[src/rtl/mmio_bus_mux.sv]
// mmio_bus_mux
//   Routes single-outstanding CPU MMIO requests to one of NUM_TARGETS
//   slots. The slot is chosen by the top address byte. The block also
//   reports bus errors for unmapped accesses and for target timeouts.
//
// Ports
//   clk, reset      system clock, asynchronous active-high reset
//   cpu_valid       request strobe, sampled only while idle
//   cpu_addr        byte address; [31:24] selects the slot, [9:2] is the word
//   cpu_wstrb       byte write strobes (all zero = read)
//   cpu_wdata       write data
//   force_trap      answer the request with ERR_DATA, no target access
//   cpu_ready       one-cycle completion pulse
//   cpu_rdata       registered read data, valid with cpu_ready
//   tgt_cs          one-hot select, high only while a target is accessed
//   tgt_we          write enable, equals |cpu_wstrb
//   tgt_address     word address, equals cpu_addr[9:2]
//   tgt_wdata       write data, equals cpu_wdata
//   tgt_rdata       flattened per-slot read data (slot i at [32i+31:32i])
//   tgt_ready       per-slot ready flags
//   err_clear       clears err_count
//   bus_error       one-cycle error pulse, coincident with cpu_ready
//   err_addr        address of the most recent error
//   err_count       saturating error counter
module mmio_bus_mux #(
   parameter int          NUM_TARGETS     = 8,
   parameter logic [127:0] TARGET_PREFIXES = 128'h0,
   parameter int          TIMEOUT_CYCLES  = 255,
   parameter logic [31:0] ERR_DATA        = 32'h0
) (
   input  logic                      clk,
   input  logic                      reset,
   input  logic                      cpu_valid,
   input  logic [31:0]               cpu_addr,
   input  logic [3:0]                cpu_wstrb,
   input  logic [31:0]               cpu_wdata,
   input  logic                      force_trap,
   output logic                      cpu_ready,
   output logic [31:0]               cpu_rdata,
   output logic [NUM_TARGETS-1:0]    tgt_cs,
   output logic                      tgt_we,
   output logic [7:0]                tgt_address,
   output logic [31:0]               tgt_wdata,
   input  logic [NUM_TARGETS*32-1:0] tgt_rdata,
   input  logic [NUM_TARGETS-1:0]    tgt_ready,
   input  logic                      err_clear,
   output logic                      bus_error,
   output logic [31:0]               err_addr,
   output logic [7:0]                err_count
);

   localparam int SEL_W = (NUM_TARGETS > 1) ? $clog2(NUM_TARGETS) : 1;
   // Value of the ACCESS cycle counter in the last cycle before a timeout.
   localparam logic [15:0] TIMEOUT_LAST = 16'(TIMEOUT_CYCLES - 1);
   localparam bit          TIMEOUT_EN   = (TIMEOUT_CYCLES != 0);

   localparam logic [1:0] IDLE   = 2'd0;
   localparam logic [1:0] ACCESS = 2'd1;
   localparam logic [1:0] RESP   = 2'd2;

   logic [1:0]             state_reg, state_next;
   logic [SEL_W-1:0]       sel_reg, sel_next;
   logic [15:0]            tmo_cnt_reg, tmo_cnt_next;
   logic [31:0]            req_addr_reg, req_addr_next;
   logic [31:0]            rdata_next;
   logic                   ready_next;
   logic                   err_event;

   logic [NUM_TARGETS-1:0] prefix_hit;
   logic [NUM_TARGETS-1:0] slot_is_sel;
   logic                   any_hit;
   logic [SEL_W-1:0]       hit_idx;
   logic                   sel_ready;
   logic [31:0]            sel_rdata;
   logic                   timeout_hit;

   // Target-side write/address signals are plain pass-throughs.
   assign tgt_we      = |cpu_wstrb;
   assign tgt_address = cpu_addr[9:2];
   assign tgt_wdata   = cpu_wdata;

   genvar gi;
   generate
      for (gi = 0; gi < NUM_TARGETS; gi++) begin : g_slot
         assign prefix_hit[gi]  = (cpu_addr[31:24] == TARGET_PREFIXES[8*gi +: 8]);
         assign slot_is_sel[gi] = (sel_reg == SEL_W'(gi));
         // Chip select is decoded from the state so that an asynchronous
         // reset drops it immediately.
         assign tgt_cs[gi]      = (state_reg == ACCESS) && slot_is_sel[gi];
      end
   endgenerate

   // Priority encoder: scan downward so the lowest matching slot is last
   // to write and therefore wins.
   always_comb begin
      any_hit = 1'b0;
      hit_idx = '0;
      for (int i = NUM_TARGETS - 1; i >= 0; i--) begin
         if (prefix_hit[i]) begin
            any_hit = 1'b1;
            hit_idx = SEL_W'(i);
         end
      end
   end

   // Only the selected slot's ready and read data are visible to the FSM.
   always_comb begin
      sel_ready = 1'b0;
      sel_rdata = '0;
      for (int i = 0; i < NUM_TARGETS; i++) begin
         if (slot_is_sel[i]) begin
            sel_ready = tgt_ready[i];
            sel_rdata = tgt_rdata[32*i +: 32];
         end
      end
   end

   assign timeout_hit = TIMEOUT_EN && (tmo_cnt_reg == TIMEOUT_LAST);

   always_comb begin
      state_next    = state_reg;
      sel_next      = sel_reg;
      tmo_cnt_next  = tmo_cnt_reg;
      req_addr_next = req_addr_reg;
      rdata_next    = cpu_rdata;
      ready_next    = 1'b0;
      err_event     = 1'b0;
      case (state_reg)
         IDLE: begin
            if (cpu_valid) begin
               req_addr_next = cpu_addr;
               if (force_trap) begin
                  state_next = RESP;
                  ready_next = 1'b1;
                  rdata_next = ERR_DATA;
               end else if (any_hit) begin
                  state_next   = ACCESS;
                  sel_next     = hit_idx;
                  tmo_cnt_next = '0;
               end else begin
                  state_next = RESP;
                  ready_next = 1'b1;
                  rdata_next = ERR_DATA;
                  err_event  = 1'b1;
               end
            end
         end
         ACCESS: begin
            // cpu_valid is deliberately not looked at: an accepted access
            // always runs to completion.
            if (sel_ready) begin
               state_next   = RESP;
               ready_next   = 1'b1;
               rdata_next   = sel_rdata;
               tmo_cnt_next = '0;
            end else if (timeout_hit) begin
               state_next   = RESP;
               ready_next   = 1'b1;
               rdata_next   = ERR_DATA;
               err_event    = 1'b1;
               tmo_cnt_next = '0;
            end else begin
               tmo_cnt_next = tmo_cnt_reg + 16'd1;
            end
         end
         RESP: begin
            state_next = IDLE;
         end
         default: begin
            state_next = IDLE;
         end
      endcase
   end

   always_ff @(posedge clk or posedge reset) begin
      if (reset) begin
         state_reg    <= IDLE;
         sel_reg      <= '0;
         tmo_cnt_reg  <= '0;
         req_addr_reg <= '0;
         cpu_ready    <= 1'b0;
         cpu_rdata    <= '0;
      end else begin
         state_reg    <= state_next;
         sel_reg      <= sel_next;
         tmo_cnt_reg  <= tmo_cnt_next;
         req_addr_reg <= req_addr_next;
         cpu_ready    <= ready_next;
         cpu_rdata    <= rdata_next;
      end
   end

   // Error reporting. An unmapped error is raised while still idle, so the
   // live address is used; a timeout uses the address captured at accept.
   always_ff @(posedge clk or posedge reset) begin
      if (reset) begin
         bus_error <= 1'b0;
         err_addr  <= '0;
         err_count <= '0;
      end else begin
         bus_error <= err_event;
         if (err_event) begin
            err_addr <= (state_reg == IDLE) ? cpu_addr : req_addr_reg;
            if (err_clear) begin
               err_count <= 8'd1;
            end else if (err_count != 8'hFF) begin
               err_count <= err_count + 8'd1;
            end
         end else if (err_clear) begin
            err_count <= '0;
         end
      end
   end

endmodule

[config.mk]
export PLATFORM = sky130hd
export DESIGN_NAME = mmio_bus_mux
export DESIGN_NICKNAME = d
export VERILOG_FILES = /design/src/rtl/mmio_bus_mux.sv
export SDC_FILE = /design/constraint.sdc
export NUM_CORES = 1
export LEC_CHECK = 0
export BUFFER_PORTS_ARGS = -buffer_cell sky130_fd_sc_hd__buf_2
export CAP_MARGIN = 20
export CORE_AREA = 4 4 178 180
export CTS_BUF_LIST = sky130_fd_sc_hd__clkbuf_8
export DETAILED_ROUTE_END_ITERATION = 7
export DIE_AREA = 0 0 182 184
export SYNTH_ARGS = -nofsm -noshare
export SYNTH_HDL_FRONTEND = slang
export SYNTH_SLANG_ARGS = --single-unit
[constraint.sdc]
create_clock -name clk -period 4.3 [get_ports clk]
set_input_delay 0.86 -clock clk [delete_from_list [all_inputs] [get_ports clk]]
set_output_delay 0.86 -clock clk [all_outputs]
set_load 0.01 [all_outputs]
After elaboration in Yosys (flattened, before gate mapping) --
Index checks and enable logic that the tools add are counted.
Operators by class: equal/unequal tests 8, $add $sub $neg 2, mux-type cells 34, reductions and logical operators 11
Operators with widths (number):
- 2-to-1 mux 32 bit | 6
- 2-to-1 mux 16 bit | 5
- case mux 32 bit (2 select lines) | 1
- 2-to-1 mux 8 bit | 4
- case mux 16 bit (2 select lines) | 1
- adder 16 x 1 -> 16 bit, second input constant | 1
- == test 16 x 8 -> 1 bit, second input constant | 1
- 2-to-1 mux 2 bit | 5
- 2-to-1 mux 1 bit | 9
- adder 8 x 1 -> 8 bit, second input constant | 1
- logical NOT 8 bit | 1
- != test 8 bit, second input constant | 1
- AND reduction 4 bit | 2
- != test 2 bit, second input constant | 3
- != test 3 bit, second input constant | 2
- AND reduction 2 bit | 3
- nonzero test 2 bit | 3
- case mux 1 bit (2 select lines) | 2
- case mux 2 bit (2 select lines) | 1
- OR reduction 4 bit | 1
- == test 2 x 1 -> 1 bit, second input constant | 1
- logical NOT 2 bit | 1
Storage, ports and cells: flip-flop bits (word level) 124, input bits 337, logic and storage cells 63, output and inout bits 123

Depth between registers and ports, before layout --
Gate-level depths: netlist (run 1).
depth in word-level cells 8, depth in mapped cells 9, gate-level depth less buffers 8

Least setup slack after synthesis (run 1) --
Ideal clock, no wire load.
path kind input port to flip-flop, start point in tgt_ready[0], end point reg err_count[4], required time 4172 ps, library setup time 128 ps, path buffers 0, cell stages on the path 4, data arrival time 2249 ps, setup slack 1924 ps, cell sequence or3b_1 -> or4_4 -> a21oi_1 -> mux2_1
On the way: longest elaborated chain between the ends 4, elaborated cells between the ends (all ways) 5, those cells by class mux (3); reduce/logical (2)
RTL lines:
- from (decl) | line 45 | input logic [NUM_TARGETS-1:0] tgt_ready,
- 2-to-1 mux 1 bit (*) | line 151 | if (sel_ready) begin
- case mux 1 bit (2 select lines) (*) | line 128 | case (state_reg)
- nonzero test 2 bit (no line)
- AND reduction 2 bit (no line)
- to (signal assigned) | line 207 | err_count <= err_count + 8'd1;
- to (decl) | line 49 | output logic [7:0] err_count
Mark *: on every way between the ends. The rest lies on a longest branch, timed or not. A chain may end at the register's enable or synchronous reset.

Worst setup path in the final report (run 1) --
start point in cpu_addr[28], end point reg err_addr[17]
On the way: longest elaborated chain between the ends 6
RTL lines:
- from (decl) | line 34 | input logic [31:0] cpu_addr,
- logical NOT 8 bit | line 85 | assign prefix_hit[gi] = (cpu_addr[31:24] == TARGET_PREFIXES[8*gi +: 8]);
- 2-to-1 mux 1 bit | line 99 | if (prefix_hit[i]) begin
- 2-to-1 mux 1 bit | line 136 | end else if (any_hit) begin
- 2-to-1 mux 1 bit | line 132 | if (force_trap) begin
- 2-to-1 mux 1 bit | line 130 | if (cpu_valid) begin
- case mux 1 bit (2 select lines) | line 128
- to (signal assigned) | line 203 | err_addr <= (state_reg == IDLE) ? cpu_addr : req_addr_reg;
- to (decl) | line 48 | output logic [31:0] err_addr,
Every way passes these cells.

==> results of run 1 <==
-- per-stage QoR --
step / utilization / area, sq um / power [mW]
2_1_floorplan: - / 5750 / 1.57
3_3_place_gp: 0.221 / 6660 / 1.69
3_5_place_dp: 0.221 / 6660 / 1.71
4_1_cts: 0.234 / 7080 / 2.82
5_1_grt: 0.234 / 7080 / 2.92
6_report: 0.234 / 7080 / 2.76
-- logic make-up after synthesis --
kind of cell | count (synthesis)
DFF | 124
buffers and inverters | 80
and+or+nand+nor | 224
adders and majority gates | 3
other | 1
AOI/OAI and AO/OA | 86
xor gates and xnor gates | 13
muxes | 37
-- report_power, final --
part,switching (mW),leakage (nW),internal (mW)
clock network,0.493,0.211,0.597
registers,0.0516,1.62,1.27
logic,0.211,1.85,0.139
total,0.756,3.69,2.00
-- layout make-up --
type	instances	area, sq um
fill	3258	23100
sequential	124	3100
multi-input combinational	370	2190
timing repair buffer	164	851
tap	396	495
clock buffer	19	262
clock inverter	13	151
inverter	6	27.5
-- final timing paths --
check,start,to,slack [ps]
min in group asynchronous,reset,cpu_rdata[30]$_DFFE_PP0P_,570
worst max-delay path,cpu_addr[28],err_addr[17]$_DFFE_PP0P_,1720
worst min register to register,err_addr[16]$_DFFE_PP0P_,err_addr[16]$_DFFE_PP0P_,470
worst max register to register,tmo_cnt_reg[0]$_DFFE_PP0P_,cpu_rdata[24]$_DFFE_PP0P_,2050
max in group asynchronous,reset,cpu_rdata[5]$_DFFE_PP0P_,2890
worst min-delay path,err_addr[16]$_DFFE_PP0P_,err_addr[16]$_DFFE_PP0P_,470
-- routing by layer --
metal / global-route usage / share of wire / up-vias
met5: 0 / 0.00047 / -
met4: 0.0294 / 0.016 / 2
met3: 0.0398 / 0.089 / 25
met2: 0.142 / 0.46 / 138
met1: 0.105 / 0.43 / 2007
li1: - / - / 2094
-- worst max-delay path, delay by kind of cell --
kind / cells / cell delay [ps]
simple gates: 1 / 560
buf+inv: 2 / 400
compound gates: 3 / 1040
-- synthesized netlist by cell type (2+ instances only) --
| cell | instances | area share |
|---|---|---|
| nor2_1 | 23 | 0.015 |
| or3b_1 | 2 | 0.0031 |
| buf_2 | 9 | 0.0079 |
| mux2_1 | 5 | 0.0098 |
| o21ai_1 | 10 | 0.0087 |
| and2_1 | 4 | 0.0044 |
| dfrtp_1 | 124 | 0.54 |
| nand4b_1 | 3 | 0.0046 |
| buf_4 | 47 | 0.062 |
| xor2_1 | 8 | 0.012 |
| a22o_1 | 32 | 0.049 |
| nor3_1 | 7 | 0.0061 |
| and3_1 | 3 | 0.0033 |
| xnor2_1 | 5 | 0.0076 |
| mux2i_1 | 32 | 0.056 |
| a21o_1 | 2 | 0.0026 |
| a31oi_1 | 2 | 0.0022 |
| nor4_2 | 2 | 0.0044 |
| nor4_1 | 3 | 0.0033 |
| a21oi_1 | 5 | 0.0044 |
| nand2_1 | 146 | 0.096 |
| o21ai_0 | 29 | 0.025 |
| inv_1 | 5 | 0.0033 |
| nand4_1 | 2 | 0.0022 |
| nand3_1 | 8 | 0.0070 |
| clkbuf_1 | 18 | 0.012 |
| ha_1 | 3 | 0.0066 |
| nor3b_1 | 2 | 0.0026 |
| nor2b_1 | 9 | 0.0098 |
==> metrics.md, run 1 <==
| Metric | Value |
|---|---|
| Status | `complete, no violations` |
| Routability cong. | `0.788` |
| Clk_skew | `11.6 ps` |
| FF+latch count, synth | `124` |
| Longest Clk Path Bufs | `2` |
| Die Ht | `184 um` |
| Dpl ws | `1170 ps` |
| Avg Cell Area, Syn | `10.1 sq um` |
| Largest net degree at the start of global routing | `89` |
| Critical path's slowest cell | `a31oi_4` |
| Sink Count | `124` |
| I/O pin total | `460` |
| Post-route ant nets | `0` |
| CTS tree | `yes` |
| Adder-cell share of the synthesized area | `0.00656` |
| Worst-Skew Late Latency | `440 ps` |
| Max VDD drop | `0.151 mV` |
| # nets final | `1023` |
| Cell chain of the critical path | `buf_2 > nor4_2 > a211oi_2 > a31oi_4 > buf_12 > o21ai_0` |
| Critical Path Start Type | `input pin` |
| Hold Path Class | `flop to flop` |
| Crit Path Max Fanout | `40` |
| Least-Margin Pin Slew | `924 ps` |
| Die span in x | `182 um` |
| Fmax | `387 MHz` |
| Yosys warning total | `0` |
| Most common cell after layout, fill and taps aside | `buf_2` |
| 1st-iter DRT viols | `202` |
| Complex-gate fraction of the synthesized area | `0.102` |
| Post-route insts no fill | `1092` |
| Clk slew on worst S/H paths | `70 ps` |
| Final setup viols | `0` |
| CP arrival | `2900 ps` |
| Post-synth EDFFs | `0` |
| R2R cell count | `7` |
| Synth async-reset ratio | `1.00` |
| Fin Setup TNS | `0 ps` |
| RSZ-0062 raised after global routing | `no` |
| Num rows | `64` |
| Post-Synthesis Cell Area | `0.00573 sq mm` |
| WP data required | `4620 ps` |
| Post-synthesis xor/xnor area fraction | `0.0199` |
| Final WL | `14.8 mm` |
| Synth cell types | `47` |
| Pwr/cell area | `390 mW/mm^2` |
| First-pass GRT wire length | `23.0 mm` |
| Post-DP HPWL | `10.4 mm` |
| Postcts setup bufs | `0` |
| Multiplexer area fraction after synthesis | `0.0658` |
| Max incr delay on CP | `700 ps` |
| Remaining DRCs | `0` |
| Fin. max-slew vios | `0` |
| Routed vias/inst | `3.91` |
| Synth Instances | `568` |
| Via Count | `4266` |
| Sequential cell area fraction in the yosys report | `0.542` |
| Layout cell share with drive strength beyond 1 | `0.297` |
| Crit path capture type | `flop` |
| CTS H-tree depth | `4` |
| Final hold vios | `0` |
| Effective utilization at floorplan | `0.190` |
| Relative slew slack | `0.381` |
| Area grow syn2layout | `23.6%` |
| CTS hold repair buffers | `0` |
| Vias in the first global route | `4260` |
| Grt total ovfl | `0` |
| Core Area | `0.0302 sq mm` |
| Hold slack | `474 ps` |
| PostCTS Resize Cnt | `0` |
| Post-Synth Simple-Gate Area | `0.178` |
| Ys flop type | `dfrtp_1` |
| Antenna Cells | `0` |
| Iteration count of the initial detailed-routing pass | `4` |
| WHS Path Cells | `2` |
| Placed cells | `1060` |
| Final critical-path required period | `2580 ps` |
| Kind of critical path | `input pin to flop` |
| CTS Buf Count | `17` |
| Largest family of logic cells by synthesized area | `simple AND/OR/NAND/NOR gates` |
| Clk root buf | `clkbuf_8` |
| Leading cell types in the layout, fill and taps excluded | `buf_2, nand2_1, dfrtp_1, mux2i_1, a22o_1` |
| Die area | `0.0335 sq mm` |
| DR WL/cell | `13.5 um` |
| Final worst setup slack | `1720 ps` |
| Port Buffers | `157` |
| Fin crit share | `0.600` |
| Initial antenna violation count | `1` |
| GRT Util Overall | `0.0881` |
| Pleak | `3.69 nW` |
| Max-cap viol count | `0` |
Power figures use the tool's default switching activity.
==> run 2, diff against run 1 <==
- clock period: 4.3 -> 2.1 ns (I/O delays scaled with it)
==> metrics.md, run 2 (synthesis results as in run 1) <==
| Metric | Value |
|---|---|
| Remaining DRCs | `0 (unchanged)` |
| Crit Path Max Fanout | `4 (was 40)` |
| Routability cong. | `0.799 (was 0.788)` |
| Flop pwr share | `0.469 (was 0.478)` |
| Fin. max-slew vios | `0 (unchanged)` |
| RSZ-0062 raised after global routing | `yes (was no)` |
| # nets final | `1058 (was 1023)` |
| Leading cell types in the layout, fill and taps excluded | `buf_2, nand2_1, dfrtp_1, buf_4 (was buf_2, nand2_1, dfrtp_1, mux2i_1, a22o_1)` |
| Pleak | `3.88 nW (was 3.69 nW)` |
| CP arrival | `2380 ps (was 2900 ps)` |
| Antenna Cells | `0 (unchanged)` |
| Pwr/cell area | `776 mW/mm^2 (was 390 mW/mm^2)` |
| Switching Fraction | `0.266 (was 0.274)` |
| Layout cell share with drive strength beyond 1 | `0.336 (was 0.297)` |
| Crit path capture type | `flop (unchanged)` |
| WP data required | `2430 ps (was 4620 ps)` |
| I/O pin total | `460 (unchanged)` |
| Most common cell after layout, fill and taps aside | `buf_2 (unchanged)` |
| Switch Pwr | `1.53 mW (was 0.756 mW)` |
| Largest net degree at the start of global routing | `59 (was 89)` |
| Longest Clk Path Bufs | `2 (unchanged)` |
| First-pass GRT wire length | `24.1 mm (was 23.0 mm)` |
| Via Count | `4461 (was 4266)` |
| Kind of critical path | `flop to flop (was input pin to flop)` |
| Internal power | `4.22 mW (was 2.00 mW)` |
| Final critical-path required period | `2050 ps` |
| Clk_skew | `11.7 ps (was 11.6 ps)` |
| Final hold vios | `0 (unchanged)` |
| Grt total ovfl | `0 (unchanged)` |
| Final worst setup slack | `52.0 ps (was 1720 ps)` |
| Fmax | `488 MHz` |
| Die Ht | `184 um (unchanged)` |
| Logic pwr share | `0.133 (was 0.127)` |
| Post-route insts no fill | `1126 (was 1092)` |
| Final WL | `15.2 mm (was 14.8 mm)` |
| CTS tree | `yes (unchanged)` |
| Critical Path Start Type | `flop (was input pin)` |
| Worst-Skew Late Latency | `440 ps (about the same)` |
| Placed cells | `1095 (was 1060)` |
| CTS H-tree depth | `4 (unchanged)` |
| DR WL/cell | `13.5 um (about the same)` |
| Port Buffers | `157 (unchanged)` |
| Post-route ant nets | `0 (unchanged)` |
| Dpl ws | `-63.8 ps (was 1170 ps)` |
| CTS Buf Count | `17 (unchanged)` |
| Max-cap viol count | `0 (unchanged)` |
| Clock power share | `0.398 (was 0.395)` |
| Initial antenna violation count | `2 (was 1)` |
| Clk slew on worst S/H paths | `80 ps (was 70 ps)` |
| Die span in x | `182 um (unchanged)` |
| Routed vias/inst | `3.96 (was 3.91)` |
| Area grow syn2layout | `29.6% (was 23.6%)` |
| Final setup viols | `0 (unchanged)` |
| Fin crit share | `0.975` |
| Vias in the first global route | `4614 (was 4260)` |
| Postcts setup bufs | `0 (unchanged)` |
| GRT Util Overall | `0.0913 (was 0.0881)` |
| Effective utilization at floorplan | `0.190 (unchanged)` |
| Num rows | `64 (unchanged)` |
| 1st-iter DRT viols | `175 (was 202)` |
| Post-DP HPWL | `10.9 mm (was 10.4 mm)` |
| Hold Path Class | `input pin to async pin (was flop to flop)` |
| Die area | `0.0335 sq mm (unchanged)` |
| Status | `complete, no violations (unchanged)` |
| Max VDD drop | `0.438 mV (was 0.151 mV)` |
| Sink Count | `124 (unchanged)` |
| Power Total | `5.76 mW (was 2.76 mW)` |
| Clk root buf | `clkbuf_8 (unchanged)` |
| Core Area | `0.0302 sq mm (unchanged)` |
| Relative slew slack | `0.605 (was 0.381)` |
| Least-Margin Pin Slew | `591 ps (was 924 ps)` |
| Fill cells | `3279 (was 3258)` |
| Iteration count of the initial detailed-routing pass | `4 (unchanged)` |
-- run 2: cell types whose count changed in the layout (fill, tap and decap cells not counted), moves of 2 or more --
cell | previous run | this run
buf_4 | 6 | 36
inv_1 | 7 | 5
clkinv_2 | 2 | 4
a21oi_2 | 0 | 2
buf_12 | 1 | 6
-- run 2: routing by layer --
metal	global-route usage	routed length, um	vias up
met4	0.0345	272	4
met5	0	27	-
met1	0.105	6380	2143
met3	0.0390	1190	26
li1	-	-	2155
met2	0.152	7310	133
-- run 2: metrics by stage --
step / cell area [sq um] / setup TNS, ps / hold WS, ps / utilization
2_1_floorplan: 5750 / 0 / 445 / -
3_3_place_gp: 6980 / -132 / 456 / 0.231
3_5_place_dp: 6980 / -157 / 461 / 0.231
4_1_cts: 7410 / 0 / 42.3 / 0.245
5_1_grt: 7420 / -61.8 / 49.1 / 0.246
6_report: 7420 / 0 / 49.9 / 0.246
-- run 2: what timing repair did --
item | 4_1_cts | 5_1_grt
hold buffers | 0 | 0
gates cloned | 0 | 0
setup endpoints to repair | 3 | 3
resized for setup | 1 | 2
-- run 2: critical path, cell delays in order, from the launching register on --
cell and delay (ps):
dfrtp_1 400, ha_1 220, nand3_1 100, nor3_1 100
or4_4 590, a21oi_1 190, mux2_1 340
-- run 2: power groups by stage --
stage | Sequential (mW) | Clock, mW | Combinational [mW]
2_1_floorplan | 2.80 | 0 | 0.425
3_3_place_gp | 2.74 | 0 | 0.773
3_5_place_dp | 2.75 | 0 | 0.790
4_1_cts | 2.70 | 2.39 | 0.792
5_1_grt | 2.73 | 2.49 | 0.869
6_report | 2.70 | 2.29 | 0.768
-- run 2: final cells by class --
cell class,instances,area [sq um],area share
clock buffer,18,248,0.0334
clock inverter,13,175,0.0236
inverter,6,26.3,0.00354
multi-input combinational,370,2200,0.296
sequential,124,3100,0.418
tap,396,495,0.0668
timing repair buffer,199,1180,0.158
-- run 2: final timing paths --
kind / start / to / slack, ps / cells past startpoint
min: reset / req_addr_reg[24]$_DFFE_PP0P_ / 50 / 2
min reg2reg: req_addr_reg[28]$_DFFE_PP0P_ / req_addr_reg[28]$_DFFE_PP0P_ / 480 / 2
max: err_count[0]$_DFFE_PP0P_ / err_count[7]$_DFFE_PP0P_ / 50 / 6
min in group clk: cpu_addr[17] / req_addr_reg[17]$_DFFE_PP0P_ / 180 / 3
max in group asynchronous: reset / err_addr[25]$_DFFE_PP0P_ / 1490 / 3
max reg2reg: err_count[0]$_DFFE_PP0P_ / err_count[7]$_DFFE_PP0P_ / 50 / 6
